<file path="src/rtl/ar_bus_seq.sv">
// ar_bus_seq: 24-bit address register plus a bus sequencer. The sequencer runs
// one memory read or write cycle per request, with optional wait states and a
// bounded wait timeout.
//
// Ports:
//   clk, reset           clock; synchronous active-high reset
//   ibus, aext, load_ar  load AR <= {aext, ibus} while idle
//   incr                 AR[15:0] increment while idle (bank AR[23:16] holds)
//   start_rd, start_wr   request one read or write cycle
//   nwaitst              active-low wait-state request from slow devices
//   wdata, db_out, db_oe write data latched on start, driven during write cycle
//   db_in, rdata         read data sampled from DB and captured
//   ab                   address bus, always equal to AR
//   nmem, nr, nw         active-low registered strobes
//   busy, done, timeout, proto_err  status (done/proto_err are 1-cycle pulses)
module ar_bus_seq #(
  parameter int unsigned MAX_WAIT = 255
) (
  input  logic        clk,
  input  logic        reset,
  input  logic [15:0] ibus,
  input  logic [7:0]  aext,
  input  logic        load_ar,
  input  logic        incr,
  input  logic        start_rd,
  input  logic        start_wr,
  input  logic        nwaitst,
  input  logic [15:0] wdata,
  input  logic [15:0] db_in,
  output logic [23:0] ab,
  output logic        nmem,
  output logic        nr,
  output logic        nw,
  output logic [15:0] db_out,
  output logic        db_oe,
  output logic [15:0] rdata,
  output logic        busy,
  output logic        done,
  output logic        timeout,
  output logic        proto_err
);

  typedef enum logic [2:0] {IDLE, ADDR, STRB1, STRB2, WAIT, HOLD} state_t;

  localparam logic [7:0] WAIT_LIMIT = 8'(MAX_WAIT);

  state_t      state;
  logic        is_wr;
  logic [7:0]  wait_cnt;
  logic [7:0]  wait_nxt;
  logic [23:0] ar;

  assign ab       = ar;
  assign wait_nxt = wait_cnt + 8'd1;

  always_ff @(posedge clk) begin
    if (reset) begin
      state     <= IDLE;
      is_wr     <= 1'b0;
      wait_cnt  <= 8'd0;
      ar        <= 24'd0;
      nmem      <= 1'b1;
      nr        <= 1'b1;
      nw        <= 1'b1;
      db_out    <= 16'd0;
      db_oe     <= 1'b0;
      rdata     <= 16'd0;
      busy      <= 1'b0;
      done      <= 1'b0;
      timeout   <= 1'b0;
      proto_err <= 1'b0;
    end else begin
      done      <= 1'b0;
      proto_err <= 1'b0;
      case (state)
        IDLE: begin
          // AR update lands on the same edge as the move to ADDR, so a
          // simultaneous load/incr is visible on ab for the new cycle.
          if (load_ar)
            ar <= {aext, ibus};
          else if (incr)
            ar[15:0] <= ar[15:0] + 16'd1;
          if (start_rd && start_wr) begin
            proto_err <= 1'b1;
          end else if (start_rd || start_wr) begin
            state   <= ADDR;
            is_wr   <= start_wr;
            busy    <= 1'b1;
            nmem    <= 1'b0;
            timeout <= 1'b0;
            db_oe   <= start_wr;
            if (start_wr)
              db_out <= wdata;
          end
        end
        ADDR: begin
          state <= STRB1;
          nr    <= is_wr;
          nw    <= ~is_wr;
        end
        STRB1: state <= STRB2;
        STRB2: begin
          if (nwaitst) begin
            state <= HOLD;
            nr    <= 1'b1;
            nw    <= 1'b1;
            done  <= 1'b1;
            if (!is_wr)
              rdata <= db_in;
          end else begin
            state    <= WAIT;
            wait_cnt <= 8'd0;
          end
        end
        WAIT: begin
          // A released wait request wins over the limit on the same cycle.
          if (nwaitst) begin
            state <= HOLD;
            nr    <= 1'b1;
            nw    <= 1'b1;
            done  <= 1'b1;
            if (!is_wr)
              rdata <= db_in;
          end else if (wait_nxt == WAIT_LIMIT) begin
            state   <= HOLD;
            nr      <= 1'b1;
            nw      <= 1'b1;
            done    <= 1'b1;
            timeout <= 1'b1;
            if (!is_wr)
              rdata <= 16'hFFFF;
          end else begin
            wait_cnt <= wait_nxt;
          end
        end
        HOLD: begin
          state <= IDLE;
          busy  <= 1'b0;
          nmem  <= 1'b1;
          db_oe <= 1'b0;
        end
        default: begin
          state <= IDLE;
          busy  <= 1'b0;
          nmem  <= 1'b1;
          nr    <= 1'b1;
          nw    <= 1'b1;
          db_oe <= 1'b0;
        end
      endcase
      if (state != IDLE && (start_rd || start_wr))
        proto_err <= 1'b1;
    end
  end

endmodule
</file>
<file path="config.mk">
export PLATFORM = sky130hd
export DESIGN_NAME = ar_bus_seq
export DESIGN_NICKNAME = d
export VERILOG_FILES = /design/src/rtl/ar_bus_seq.sv
export SDC_FILE = /design/constraint.sdc
export NUM_CORES = 1
export LEC_CHECK = 0
export BUFFER_PORTS_ARGS = -buffer_cell sky130_fd_sc_hd__buf_2
export CAP_MARGIN = 20
export CORE_UTILIZATION = 35
export DETAILED_ROUTE_END_ITERATION = 12
export SLEW_MARGIN = 5
export SYNTH_ARGS = -nofsm -noshare
export SYNTH_HDL_FRONTEND = slang
export SYNTH_SLANG_ARGS = --single-unit
</file>
<file path="constraint.sdc">
create_clock -name clk -period 2.1 [get_ports clk]
set_input_delay 0.21 -clock clk [delete_from_list [all_inputs] [get_ports clk]]
set_output_delay 0.21 -clock clk [all_outputs]
set_load 0.005 [all_outputs]
</file>
==> flow_summary.json <==
{
  "portBuffers": 126,
  "synth.cell_area_mm2": 0.00354,
  "peakVddDrop_uv": 457,
  "finalNonFillerCells": 734,
  "num-fill-cells": 1006,
  "crit_fanout": 5,
  "power_density_mw_per_mm2": 792,
  "period_needed_ns": 1.99,
  "cts_tree": "yes",
  "yosysSeqAreaShare": 0.430,
  "die-area_mm2": 0.0105,
  "end_kind": "flip-flop",
  "diodes": 0,
  "synth_nets": 525,
  "status": "finished, final reports clean",
  "drc": 0,
  "cts_buffers": 9,
  "cts_hold_buffers": 0,
  "hp-class": "in2reg",
  "async_flop_share": 0,
  "core-area_mm2": 0.00977,
  "arrival_ns": 2.27,
  "synth.distinct_cells": 53,
  "synth_cells": 459,
  "nets": 664,
  "placed_cells": 716,
  "wire_per_inst_um": 13.3,
  "syn_area_per_cell_um2": 7.71,
  "die_x_um": 103,
  "final-setup-viol-count": 0,
  "numClockSinks": 76,
  "yosysWarnings": 0,
  "ios": 127,
  "max_cap_violations": 0,
  "synth.largest_area_cell": "dfxtp_1",
  "ys.flop_type": "dfxtp_1",
  "vias": 3696,
  "area_delta_synth_final_pct": 32.4,
  "h-tree-depth": 3,
  "gp_congestion": 0.837,
  "r2r-end": "wait_cnt[3]$_SDFFE_PP0P_",
  "r2r_slack_ns": 0.11,
  "antenna_found_initial": 0,
  "synthTopCellsByArea": "dfxtp_1, a21oi_1, nand2_1",
  "whs_ns": 0.0861,
  "min_period_over_period": 0.949,
  "rows": 36,
  "fin_tns_setup_ns": 0,
  "p_leak_uw": 0.00203,
  "yosys.area.top_type_share": 0.430,
  "place_hpwl_um": 6960,
  "wirelength_um": 9790,
  "start_util": 0.362,
  "seq_area_mm2": 0.00153,
  "cp.required_ns": 2.37,
  "p_total_uw": 3710,
  "grt_max_degree": 34,
  "drt-pass1-iter-count": 4,
  "drtAntennaViolNets": 0,
  "max_stage_delay_ns": 0.44,
  "clk-insertion-delay-late_ns": 0.35,
  "worst_pin_slew_ns": 0.630,
  "fin_worst_skew_ns": 0.0102,
  "clk_pin_slew_ns": 0.07,
  "hold_viol": 0,
  "synth_edf_count": 0,
  "path_cells": "buf_6 > buf_4 > ha_1 > nand2b_1 > mux2i_2 > a311o_1 > or4_1 > o21ai_1",
  "cts_buffer_depth": 2,
  "maxSlewHeadroom": 0.580,
  "avgViaCountPerCell": 5.04,
  "drtIter0Drc": 154,
  "rr_startpoint": "wait_cnt[1]$_SDFFE_PP0P_",
  "layout-drive-gt1-share": 0.314,
  "grt_usage": 0.191,
  "slew_viol_final": 0,
  "reg2reg_depth": 8,
  "setup.worst_path.start": "wait_cnt[1]$_SDFFE_PP0P_",
  "rsz0062_at_grt": "no",
  "endpoint": "wait_cnt[3]$_SDFFE_PP0P_",
  "grt_pass1_vias": 3327,
  "fin_util": 0.479,
  "fp.dieH_um": 103,
  "grt_overflow": 0,
  "multiInputGateArea_mm2": 0.00192,
  "critPathSlowestCell": "a311o_1",
  "crit_path_start_kind": "flip-flop",
  "ys_seq_elements": 76,
  "fmax_mhz": 502,
  "grt_first_pass_wirelength_um": 15700,
  "crit_type": "reg2reg",
  "cts_root_buf": "clkbuf_8"
}
==> kinds of logic (layout without fill, tap and decap cells) <==
group | after synthesis | count (layout) | share of synthesized area
buf+inv | 33 | 175 | 0.0375
mux | 4 | 4 | 0.0113
fa+ha+maj | 3 | 3 | 0.0106
flops | 76 | 76 | 0.430
simple gates | 207 | 207 | 0.267
compound gates | 133 | 133 | 0.236
xor+xnor | 3 | 3 | 0.00743
==> power by group <==
group	internal, uW	switching (uW)
Combinational	416	546
Clock	533	500
Sequential	1600	116
Total	2550	1160
==> cells in the final DEF (no fill, tap or decap), drive strengths merged, types with 3 or more instances in the layout <==
cell | synthesis | final
nand2b | 4 | 4
and3 | 3 | 3
a211oi | 9 | 9
nor3b | 3 | 3
clkbuf | 26 | 11
o21bai | 4 | 4
a311oi | 3 | 3
o21a | 18 | 18
o21ai | 19 | 19
a31oi | 3 | 3
inv | 5 | 5
a21oi | 62 | 62
ha | 3 | 3
o22ai | 3 | 3
nand2 | 80 | 80
dfxtp | 76 | 76
buf | 2 | 156
nand4 | 4 | 4
nand3b | 4 | 4
and2 | 3 | 3
mux2i | 4 | 4
nand3 | 15 | 15
nor3 | 8 | 8
nor2 | 70 | 70
==> worst max-delay path, delay by kind of cell, from the launching register on <==
family | cells | cell delay (ns)
AO/OA/AOI/OAI | 2 | 0.52
adder cells (fa/ha/maj) | 1 | 0.20
buffers and inverters | 2 | 0.26
flip-flops | 1 | 0.34
multiplexers | 1 | 0.10
AND/OR/NAND/NOR | 2 | 0.50
==> through the flow <==
step / setup WS [ns] / area (um^2)
after floorplan: 0.0192 / 3540
after global routing: 0.00183 / 4680
after global placement: -0.0212 / 4430
after CTS: -0.0153 / 4610
final: 0.108 / 4680
after detailed placement: -0.0873 / 4430
==> routing by layer <==
| metal | global-route usage | share of wire |
|---|---|---|
| met1 | 0.251 | 0.46 |
| met2 | 0.303 | 0.48 |
| met3 | 0.0536 | 0.049 |
| met4 | 0.0626 | 0.013 |
| met5 | 0 | 0 |
==> cells in the mapped netlist, drive strengths merged, types with 3 or more instances <==
cell type and count:
o21ai 19, inv 5, a311oi 3, and3 3, dfxtp 76, nand3 15, o21bai 4, o22ai 3
nor2 70, mux2i 4, a31oi 3, ha 3, a21oi 62, o21a 18, nor3b 3, nand4 4
and2 3, nand2b 4, nor3 8, nand3b 4, clkbuf 26, nand2 80, a211oi 9
==> area by class of cell <==
type	count	area share
well taps	133	0.0355
clock inverters	3	0.00855
multi-input cells	350	0.410
inverters	5	0.00401
clock buffers	11	0.0281
repair buffers	156	0.187
flip-flops and latches	76	0.327
==> worst min path at each step <==
stage | startpoint | endpoint | slack, ns | depth (start not counted)
CTS | wdata[8] | db_out[8]$_SDFFE_PP0P_ | 0.07 | 3
detailed placement | db_out[0]$_SDFFE_PP0P_ | db_out[0]$_SDFFE_PP0P_ | 0.44 | 2
finish | wdata[8] | db_out[8]$_SDFFE_PP0P_ | 0.09 | 3
floorplan | aext[0] | ab[16]$_SDFFE_PP0P_ | 0.35 | 2
global route | aext[0] | ab[16]$_SDFFE_PP0P_ | 0.07 | 3
global placement | ab[18]$_SDFFE_PP0P_ | ab[18]$_SDFFE_PP0P_ | 0.44 | 2
==> state kept, by name, indices dropped and copies added (netlist names) <==
signal and count:
wait_cnt 8, db_oe 1, db_out 16, ab 24, done 1, nr 1
nw 1, proto_err 1, busy 1, state 3, nmem 1, is_wr 1
timeout 1, rdata 16
==> timing repair <==
action                                  in CTS  in global routing
buffers inserted                             0                  4
endpoints found under the setup margin       6                 40
pin swaps                                    0                  5
resized for setup                            1                 14
Power figures use the tool's default switching activity.
